<file path="config.mk">
export PLATFORM = sky130hd
export DESIGN_NAME = i2c_xact_seq
export DESIGN_NICKNAME = d
export VERILOG_FILES = /design/src/rtl/i2c_seq_pkg.sv /design/src/rtl/i2c_sclk_gen.sv /design/src/rtl/i2c_xact_seq.sv
export SDC_FILE = /design/constraint.sdc
export NUM_CORES = 1
export LEC_CHECK = 0
export BUFFER_PORTS_ARGS = -buffer_cell sky130_fd_sc_hd__buf_2
export CORE_UTILIZATION = 55
export CTS_BUF_LIST = sky130_fd_sc_hd__clkbuf_4 sky130_fd_sc_hd__clkbuf_8 sky130_fd_sc_hd__clkbuf_16
export CTS_CLUSTER_SIZE = 12
export DETAILED_ROUTE_END_ITERATION = 8
export PLACE_DENSITY = 0.84
export SYNTH_ARGS = -nofsm -noshare
export SYNTH_HDL_FRONTEND = slang
export SYNTH_SLANG_ARGS = --single-unit
</file>
<file path="constraint.sdc">
create_clock -name clk -period 5.4 [get_ports clk]
set_input_delay 1.08 -clock clk [delete_from_list [all_inputs] [get_ports clk]]
set_output_delay 1.08 -clock clk [all_outputs]
set_load 0.02 [all_outputs]
</file>
<file path="src/rtl/i2c_seq_pkg.sv">
// Shared definitions for the I2C register transaction sequencer.
package i2c_seq_pkg;

  localparam int unsigned CMD_W   = 16;
  localparam int unsigned STOP_B  = 4;
  localparam int unsigned ACK_B   = 3;
  localparam int unsigned START_B = 2;
  localparam int unsigned WR_B    = 1;

  typedef enum logic [2:0] {
    S_IDLE,
    S_LOAD,
    S_WAIT_DONE,
    S_WAIT_IDLE,
    S_RESP
  } state_t;

  typedef enum logic [1:0] {
    ERR_OK      = 2'b00,
    ERR_NACK    = 2'b01,
    ERR_TIMEOUT = 2'b10
  } rsp_err_t;

  // Assemble one engine byte command word.
  function automatic logic [CMD_W-1:0] mk_cmd(input logic [7:0] data, input logic start,
                                              input logic ack, input logic stop, input logic wr);
    logic [CMD_W-1:0] c;
    c          = '0;
    c[15:8]    = data;
    c[STOP_B]  = stop;
    c[ACK_B]   = ack;
    c[START_B] = start;
    c[WR_B]    = wr;
    return c;
  endfunction

endpackage

</file>
<file path="src/rtl/i2c_sclk_gen.sv">
// Free-running bit-period phase counter producing the engine timing strobes.
module i2c_sclk_gen #(
  parameter int unsigned CLK_DIV = 250
) (
  input  logic clk,
  input  logic reset,
  output logic ctrl_sclk,
  output logic ctrl_sclk_en
);

  localparam int unsigned PW = $clog2(CLK_DIV);
  localparam int unsigned LO = CLK_DIV / 4;
  localparam int unsigned HI = (3 * CLK_DIV) / 4;

  logic [PW-1:0] r_phase;
  logic [PW-1:0] w_phase_nxt;
  logic          r_sclk;
  logic          r_sclk_en;

  // Wrap the phase at CLK_DIV-1.
  always_comb begin
    w_phase_nxt = r_phase + PW'(1);
    if (r_phase == PW'(CLK_DIV - 1)) w_phase_nxt = '0;
  end

  // Strobes are registered copies of the next phase decode so they track r_phase exactly.
  always_ff @(posedge clk or posedge reset) begin
    if (reset) begin
      r_phase   <= '0;
      r_sclk_en <= 1'b1;
      r_sclk    <= 1'b0;
    end else begin
      r_phase   <= w_phase_nxt;
      r_sclk_en <= (w_phase_nxt == '0);
      r_sclk    <= (w_phase_nxt >= PW'(LO)) && (w_phase_nxt < PW'(HI));
    end
  end

  assign ctrl_sclk    = r_sclk;
  assign ctrl_sclk_en = r_sclk_en;

endmodule

</file>
<file path="src/rtl/i2c_xact_seq.sv">
// Register-level I2C sequencer: splits read/write requests into engine byte commands.
module i2c_xact_seq
  import i2c_seq_pkg::*;
#(
  parameter int unsigned CLK_DIV       = 250,
  parameter int unsigned TIMEOUT_TICKS = 64
) (
  input  logic              clk,
  input  logic              reset,
  input  logic              req_valid,
  output logic              req_ready,
  input  logic              req_rd,
  input  logic [6:0]        req_dev_addr,
  input  logic [7:0]        req_reg_addr,
  input  logic [7:0]        req_wdata,
  output logic              rsp_valid,
  output logic [7:0]        rsp_rdata,
  output logic [1:0]        rsp_err,
  output logic              ctrl_sclk,
  output logic              ctrl_sclk_en,
  output logic              st_trigger,
  output logic [CMD_W-1:0]  wr_data_in,
  output logic              ack_err_clr,
  input  logic              trans_done,
  input  logic              busy_flag,
  input  logic              ack_err,
  input  logic              rd_data_out_en,
  input  logic [7:0]        rd_data_out
);

  localparam int unsigned WD_W = $clog2(TIMEOUT_TICKS + 1);

  state_t           r_state, w_state_nxt;
  logic [1:0]       r_idx, w_idx_nxt;
  logic             r_rd;
  logic [6:0]       r_dev;
  logic [7:0]       r_reg, r_wdata, r_rd_cap;
  logic [WD_W-1:0]  r_wd;
  logic             r_req_ready, r_st_trigger, r_ack_err_clr, r_rsp_valid;
  logic [7:0]       r_rsp_rdata;
  rsp_err_t         r_rsp_err, w_err_code;
  logic [CMD_W-1:0] r_wr_data, w_cmd_nxt;
  logic             w_accept, w_active, w_timeout, w_last, w_sclk, w_sclk_en;
  logic             w_rd;
  logic [6:0]       w_dev;
  logic [7:0]       w_reg, w_wdata;

  i2c_sclk_gen #(.CLK_DIV(CLK_DIV)) u_sclk_gen (
    .clk          (clk),
    .reset        (reset),
    .ctrl_sclk    (w_sclk),
    .ctrl_sclk_en (w_sclk_en)
  );

  assign w_active  = (r_state == S_LOAD) || (r_state == S_WAIT_DONE) || (r_state == S_WAIT_IDLE);
  assign w_timeout = w_active && (r_wd >= WD_W'(TIMEOUT_TICKS));
  assign w_last    = (r_idx == (r_rd ? 2'd3 : 2'd2));

  // State register.
  always_ff @(posedge clk or posedge reset) begin
    if (reset) r_state <= S_IDLE;
    else       r_state <= w_state_nxt;
  end

  // Next-state, byte index and response code.
  always_comb begin
    w_state_nxt = r_state;
    w_idx_nxt   = r_idx;
    w_err_code  = ERR_OK;
    w_accept    = 1'b0;
    case (r_state)
      S_IDLE: begin
        if (r_req_ready && req_valid) begin
          w_accept    = 1'b1;
          w_idx_nxt   = 2'd0;
          w_state_nxt = S_LOAD;
        end
      end
      S_LOAD: begin
        if (w_timeout) begin
          w_err_code  = ERR_TIMEOUT;
          w_state_nxt = S_RESP;
        end else if (busy_flag) begin
          w_state_nxt = S_WAIT_DONE;
        end
      end
      S_WAIT_DONE: begin
        if (w_timeout) begin
          w_err_code  = ERR_TIMEOUT;
          w_state_nxt = S_RESP;
        end else if (trans_done) begin
          w_state_nxt = S_WAIT_IDLE;
        end
      end
      S_WAIT_IDLE: begin
        if (w_timeout) begin
          w_err_code  = ERR_TIMEOUT;
          w_state_nxt = S_RESP;
        end else if (!busy_flag) begin
          // The engine has already issued STOP after a NACKed write byte.
          if (ack_err && r_wr_data[WR_B]) begin
            w_err_code  = ERR_NACK;
            w_state_nxt = S_RESP;
          end else if (w_last) begin
            w_state_nxt = S_RESP;
          end else begin
            w_idx_nxt   = r_idx + 2'd1;
            w_state_nxt = S_LOAD;
          end
        end
      end
      S_RESP:  w_state_nxt = S_IDLE;
      default: w_state_nxt = S_IDLE;
    endcase
  end

  // Request fields as seen by the command builder (live on the accept cycle).
  assign w_rd    = w_accept ? req_rd       : r_rd;
  assign w_dev   = w_accept ? req_dev_addr : r_dev;
  assign w_reg   = w_accept ? req_reg_addr : r_reg;
  assign w_wdata = w_accept ? req_wdata    : r_wdata;

  // Byte list: write = dev/reg/data, read = dev/reg/dev+R/data-in with master NACK.
  always_comb begin
    w_cmd_nxt = '0;
    case (w_idx_nxt)
      2'd0:    w_cmd_nxt = mk_cmd({w_dev, 1'b0}, 1'b1, 1'b1, 1'b0, 1'b1);
      2'd1:    w_cmd_nxt = mk_cmd(w_reg, 1'b0, 1'b1, 1'b0, 1'b1);
      2'd2:    w_cmd_nxt = w_rd ? mk_cmd({w_dev, 1'b1}, 1'b1, 1'b1, 1'b0, 1'b1)
                                : mk_cmd(w_wdata, 1'b0, 1'b1, 1'b1, 1'b1);
      default: w_cmd_nxt = mk_cmd(8'h00, 1'b0, 1'b0, 1'b1, 1'b0);
    endcase
  end

  // Request latch, byte index, read-data capture and per-byte watchdog.
  always_ff @(posedge clk or posedge reset) begin
    if (reset) begin
      r_rd     <= 1'b0;
      r_dev    <= '0;
      r_reg    <= '0;
      r_wdata  <= '0;
      r_idx    <= '0;
      r_rd_cap <= '0;
      r_wd     <= '0;
    end else begin
      r_idx <= w_idx_nxt;
      if (w_accept) begin
        r_rd    <= req_rd;
        r_dev   <= req_dev_addr;
        r_reg   <= req_reg_addr;
        r_wdata <= req_wdata;
      end
      if (w_accept)            r_rd_cap <= '0;
      else if (rd_data_out_en) r_rd_cap <= rd_data_out;
      if ((w_state_nxt == S_LOAD) && (r_state != S_LOAD)) r_wd <= '0;
      else if (w_active && w_sclk_en && !w_timeout)        r_wd <= r_wd + WD_W'(1);
    end
  end

  // Registered outputs decoded from the next state.
  always_ff @(posedge clk or posedge reset) begin
    if (reset) begin
      r_req_ready   <= 1'b0;
      r_st_trigger  <= 1'b0;
      r_ack_err_clr <= 1'b0;
      r_rsp_valid   <= 1'b0;
      r_rsp_rdata   <= '0;
      r_rsp_err     <= ERR_OK;
      r_wr_data     <= '0;
    end else begin
      r_req_ready   <= (w_state_nxt == S_IDLE);
      r_st_trigger  <= (w_state_nxt == S_LOAD);
      r_ack_err_clr <= w_accept;
      r_rsp_valid   <= (w_state_nxt == S_RESP);
      if (w_state_nxt == S_LOAD) r_wr_data <= w_cmd_nxt;
      if (w_state_nxt == S_RESP) begin
        r_rsp_err   <= w_err_code;
        r_rsp_rdata <= (r_rd && (w_err_code == ERR_OK))
                       ? (rd_data_out_en ? rd_data_out : r_rd_cap) : 8'h00;
      end
    end
  end

  assign req_ready    = r_req_ready;
  assign st_trigger   = r_st_trigger;
  assign ack_err_clr  = r_ack_err_clr;
  assign rsp_valid    = r_rsp_valid;
  assign rsp_rdata    = r_rsp_rdata;
  assign rsp_err      = r_rsp_err;
  assign wr_data_in   = r_wr_data;
  assign ctrl_sclk    = w_sclk;
  assign ctrl_sclk_en = w_sclk_en;

endmodule

</file>
==> flow_summary.ini, run 1 <==
[setup_path]
start_kind = input pin
worst-r2r-cell-count = 5
crit_path_top_delay_cell = nor3_4
critPathCaptureType = flop
path_depth = 7
critPathArrivalTime_ns = 3.32
crit_chain = buf_2 -> nand2_1 -> nor3_4 -> a21oi_1 -> o22ai_2 -> a21boi_2 -> a21oi_1
crit_family = compound AO/OA/AOI/OAI gates
required_ns = 5.61
max_stage_delay_ns = 0.73
crit_path_frequent_cell = a21oi_1
path_class = input pin to flop
critPathBufInv = 1
path_max_fanout = 21

[pwr]
vdd_drop_max_mv = 0.365
switching_power_uw = 820
switching_share_pct = 35.5
p_int_uw = 1490
power_density_nw_per_um2 = 540
clockPowerShare_pct = 23.3
total_leakage_power_uw = 0.00200
combPwrFrac_pct = 37.9
pwr-share-seq_pct = 38.8

[clocking]
clockBufferDepth = 2
cts_setup_buffers = 0
cts_root_buf = clkbuf_8
ctsResizeCount = 0
tritoncts = done
clock_latency_ns = 0.35
path_clk_slew_ns = 0.08
ctsHoldBuffers = 0
cts_buffers = 9
htree_levels = 3
cts.sinks = 79

[worst_hold_path]
hold_depth = 1
hold_path_class = flop to flop

[yosys]
synth_ff_type = dfrtp_1
synth.area.top_cells = dfrtp_1, mux2_2, mux2i_1, nor2_1, o21ai_0
synthDistinctLibCells = 52
seq_area_frac_synth_pct = 53.1
postSynthCellCount = 342
synth.avg_cell_area_um2 = 10.9
synth-edff-count = 0
async_flop_share_pct = 100
ys_seq_elements = 79
yosys.area.top_type = dfrtp_1
yosys_warnings = 0
synth_top_area_share_pct = 52.4
netlist_area_um2 = 3730

[grt]
grt_max_degree = 80
grt_pass1_wl_mm = 12.5
grt_use_total_pct = 22.7
grt_overflow = 0
grt_pass1_vias = 2623
antenna_found_initial = 0

[sta]
final-hold-violation-count = 0
rsz0062_at_grt = false
period_minus_slack_ns = 3.11
timing.slew.headroom_pct = 14.2
worst_clock_skew_ns = 0.0132
worst_pin_slew_ns = 1.29
slew_violations = 0
report.final.setup_viol = 0
min_period_over_period_pct = 57.6
timing.fmax_ghz = 0.321
finalSetupTns_ns = 0

[finish]
layoutNonFillerInstCount = 483
final_common_cell = dfrtp_1
largest_reg_flops = 11
fin_nets = 443
antennaDiodeCount = 0
layout-drive-gt1-share_pct = 28.8
final_cell_mix = dfrtp_1, buf_2, nor2_1
area_delta_synth_final_pct = 14.8

[run_status]
violations = design-rule violations
status = finished, violations left

[routing]
ant_nets = 0
drc = 4
drtPass1Iterations = 6
drt-initial-drc-count = 195
wl_per_cell_um = 15.2
routed_wl_mm = 7.34
num_vias = 2705
avgViaCountPerCell = 5.60

[place]
place_congestion = 0.838
io_buffers = 66
post-place-cells = 467
dp_hpwl_mm = 4.99

[floorplan]
die_h_um = 84.3
core_um2 = 6460
num_rows = 29
dieArea_um2 = 7110
die_x_um = 84.3
ios = 71
initial_core_util_pct = 57.7

[job]
drv_cap = 0
path summary, 6_finish.rpt:
check / slack, ns / start / endpoint
setup / recovery: 2.29 / req_valid / r_wd[1]
hold / removal: 0.50 / r_dev[0] / r_dev[0]
setup reg to reg: 2.32 / r_state[2] / r_wd[1]
hold reg to reg: 0.50 / r_dev[0] / r_dev[0]
max in group asynchronous: 3.76 / reset / u_sclk_gen.r_phase[1]
min in group asynchronous: 1.01 / reset / u_sclk_gen.ctrl_sclk
cells in the mapped netlist, drive strengths merged, types with 4 or more instances:
library cell  instances
dfrtp                78
nor2                 42
mux2                 21
o21ai                21
mux2i                20
nand2                19
buf                  16
inv                  13
nand3                13
a21oi                10
clkbuf                8
o41ai                 8
xnor2                 7
o22ai                 6
nor2b                 5
xor2                  5
a31oi                 4
o21a                  4
o22a                  4
final cells by class:
| class | instances | area, µm² |
|---|---|---|
| fillers | 494 | 2180 |
| flip-flops and latches | 79 | 1980 |
| multi-input cells | 228 | 1550 |
| repair buffers | 69 | 353 |
| clock buffers | 11 | 145 |
| clock inverters | 5 | 104 |
| well taps | 77 | 96.3 |
| inverters | 14 | 55.1 |
routing by layer:
layer	GRT usage (%)	share of wire (%)	vias up
li1	-	-	1320
met1	31.6	46	1295
met2	35.3	47	77
met3	4.13	5.0	13
met4	9.87	1.9	0
met5	0	0	-
logic make-up (layout without fill, tap and decap cells):
kind of cell / after synthesis / in the layout / synth area share (%)
AOI/OAI and AO/OA: 72 / 72 / 13.1
DFF: 79 / 79 / 53.1
other: 1 / 4 / 0.101
buffers and inverters: 38 / 99 / 5.87
and+or+nand+nor: 96 / 96 / 12.4
muxes: 41 / 41 / 11.7
adders and majority gates: 3 / 3 / 1.01
xor gates and xnor gates: 12 / 12 / 2.82
power by group through the flow:
stage | clock (µW) | sequential (µW) | combinational [µW]
global placement | 0 | 901 | 841
detailed placement | 0 | 906 | 876
global route | 570 | 922 | 962
finish | 539 | 898 | 876
CTS | 548 | 898 | 883
floorplan | 0 | 967 | 605
stage by stage:
stage	area, µm²	setup slack (ns)	util, %	hold slack [ns]	total power, µW
CTS	4280	2.27	66.3	0.507	2330
detailed placement	4030	1.89	62.4	0.489	1780
floorplan	3740	2.30	-	0.464	1570
global route	4280	2.02	66.3	0.515	2450
global placement	4030	1.99	62.4	0.480	1740
finish	4280	2.29	66.3	0.502	2310
Note: power is estimated with default switching activity, not from simulation.
==> run 2, diff against run 1 <==
Settings changed: ABC_AREA set to 1.
Clock period 5.4 ns to 3.15 ns, I/O delays scaled along.
==> run 2 against run 1 <==
Net effect: the run still ends with design-rule violations left; total power increased by 58%; final cell count up 25%; count of clock-buffer cells in the layout is 1 lower; die area rose by 1.2%; via count up 19%; combinational power up 62%; clock skew decreased by 0.0023 ns; critical path depth grew 4; synthesized cell count rose by 33%; utilization is 0.57 points higher; global-route usage is 2.3 points higher; largest power group unchanged; highest routed layer unchanged.
==> flow_summary.ini, run 2 <==
[finish]
fin_nets = 563
antennaDiodeCount = 0
final_cell_mix = nand2_1, dfrtp_1, buf_2
layout-drive-gt1-share_pct = 20.9
layoutNonFillerInstCount = 603
fillCellCount = 543
fin_area_um2 = 4340
largest_reg_flops = 11
area_delta_synth_final_pct = 15.1
final_common_cell = nand2_1

[pwr]
switching_power_uw = 1510
vdd_drop_max_mv = 0.476
switching_share_pct = 41.4
total_power_uw = 3650
p_int_uw = 2140
pwr-share-seq_pct = 39.9
combPwrFrac_pct = 38.9
total_leakage_power_uw = 0.00244
clockPowerShare_pct = 21.2
power_density_nw_per_um2 = 840

[place]
dp_hpwl_mm = 5.65
io_buffers = 66
post-place-cells = 587
place_congestion = 0.890
placed_area_um2 = 4140

[clocking]
clockBufferDepth = 2
path_clk_slew_ns = 0.08
tritoncts = done
ctsResizeCount = 0
cts_root_buf = clkbuf_8
cts_setup_buffers = 0
clock_latency_ns = 0.36
htree_levels = 3
ctsHoldBuffers = 0
cts_buffers = 9
cts.sinks = 79

[setup_path]
worst-r2r-cell-count = 11
worstReg2RegStart = r_state[1]
crit_path_frequent_cell = nand2_1
critPathBufInv = 2
crit_family = simple AND/OR/NAND/NOR gates
path_max_fanout = 33
path_class = flop to flop
critPathCaptureType = flop
max_stage_delay_ns = 0.51
r2r_end = wr_data_in[12]
rrSetupSlack_ns = 0.86
critPathArrivalTime_ns = 2.60
start_kind = flop
required_ns = 3.45
crit_chain = nor2_2 -> nand3_4 -> inv_2 -> o21ai_2 -> inv_4 -> nand2_1 -> nand2_1 -> nand2_1 -> nand3_1 -> nand2_1 -> nand2_1
crit_path_top_delay_cell = inv_2

[yosys]
yosys.area.top_type = dfrtp_1
synthAdderAreaFrac_pct = 0.995
yosys.area_share.simple_pct = 30.8
synth_compound_area_share_pct = 5.71
postSynthCellCount = 455
synth_ff_type = dfrtp_1
synth_common_cells = nand2_1, dfrtp_1, inv_1, nand3_1, nor2_1
synth_top_family_by_area = simple AND/OR/NAND/NOR gates
netlist_area_um2 = 3770
synthXorXnorAreaFrac_pct = 0.929
synth.area.top_cells = dfrtp_1, nand2_1, nand3_1, inv_1, mux2i_1
synth.avg_cell_area_um2 = 8.29
seq_area_frac_synth_pct = 52.5
ys_seq_elements = 79
synthDistinctLibCells = 42
muxShareOfSynthArea_pct = 2.12
synthMostInstantiatedCell = nand2_1
yosys_warnings = 0
async_flop_share_pct = 100
synth_top_area_share_pct = 51.8
synth-edff-count = 0

[sta]
worst_clock_skew_ns = 0.0109
final-hold-violation-count = 0
report.final.setup_viol = 0
rsz0062_at_grt = false
min_period_over_period_pct = 72.8
timing.fmax_ghz = 0.436
worst_pin_slew_ns = 0.735
finalSetupTns_ns = 0
slew_violations = 0
fin_hold_ws_ns = 0.385
period_minus_slack_ns = 2.29
timing.slew.headroom_pct = 50.9

[run_status]
status = finished, violations left
violations = design-rule violations

[routing]
drt-initial-drc-count = 281
routed_wl_mm = 8.04
wl_per_cell_um = 13.3
avgViaCountPerCell = 5.35
drtPass1Iterations = 8
ant_nets = 0
drc = 6
num_vias = 3225

[floorplan]
initial_core_util_pct = 58.1
ios = 71
die_x_um = 84.8
dieArea_um2 = 7190
die_h_um = 84.8
num_rows = 29
core_um2 = 6490

[job]
drv_cap = 0

[grt]
grt_use_met1_pct = 31.3
grt_pass1_wl_mm = 13.8
grt_pass1_vias = 3091
grt_use_total_pct = 25.0
use_met3_pct = 4.33
met2_usage_pct = 41.7
grt.busiest_layer = met2
antenna_found_initial = 0
grt_max_degree = 47
grt_overflow = 0

[worst_hold_path]
hold_path_class = input pin to async pin
run 2: metrics by stage:
stage	util [%]	worst slack, ns
floorplan	-	0.498
global placement	63.7	0.786
detailed placement	63.7	0.706
CTS	66.8	0.863
global route	66.8	0.509
finish	66.8	0.856
run 2: power groups by stage:
stage | clock (µW) | sequential, µW | combinational (µW)
floorplan | 0 | 1580 | 952
global placement | 0 | 1460 | 1360
finish | 771 | 1460 | 1420
global route | 815 | 1480 | 1600
CTS | 785 | 1450 | 1420
detailed placement | 0 | 1470 | 1410
run 2: worst max-delay path by stage:
stage               startpoint        endpoint  slack [ns]  cells past startpoint
detailed placement   req_valid  wr_data_in[12]        0.71                     13
CTS                 r_state[1]   wr_data_in[9]        0.86                     11
finish              r_state[1]  wr_data_in[12]        0.86                     11
global route        r_state[1]  wr_data_in[11]        0.51                     11
floorplan                reset     ack_err_clr        0.50                      1
global placement     req_valid  wr_data_in[12]        0.79                     13
run 2: cells by family after synthesis:
kind of cell | count (synthesis)
fa+ha+maj | 3
flops | 79
xor+xnor | 4
compound gates | 32
other cells | 1
buf+inv | 59
mux | 8
simple gates | 269
run 2: final cells by class:
cell class                      count  area [µm²]  share of cell area, %
Sequential cell                    79        1980                   45.6
Multi-Input combinational cell    320        1540                   35.6
Timing Repair Buffer               67         350                   8.07
Inverter                           44         168                   3.86
Clock buffer                       10         138                   3.17
Tap cell                           77        96.3                   2.22
Clock inverter                      6        67.6                   1.56
run 2: layer usage:
layer,part of all wire [%],wire (µm)
met3,5.2,416
met2,47,3800
met4,2.6,213
met5,0,0
met1,45,3610
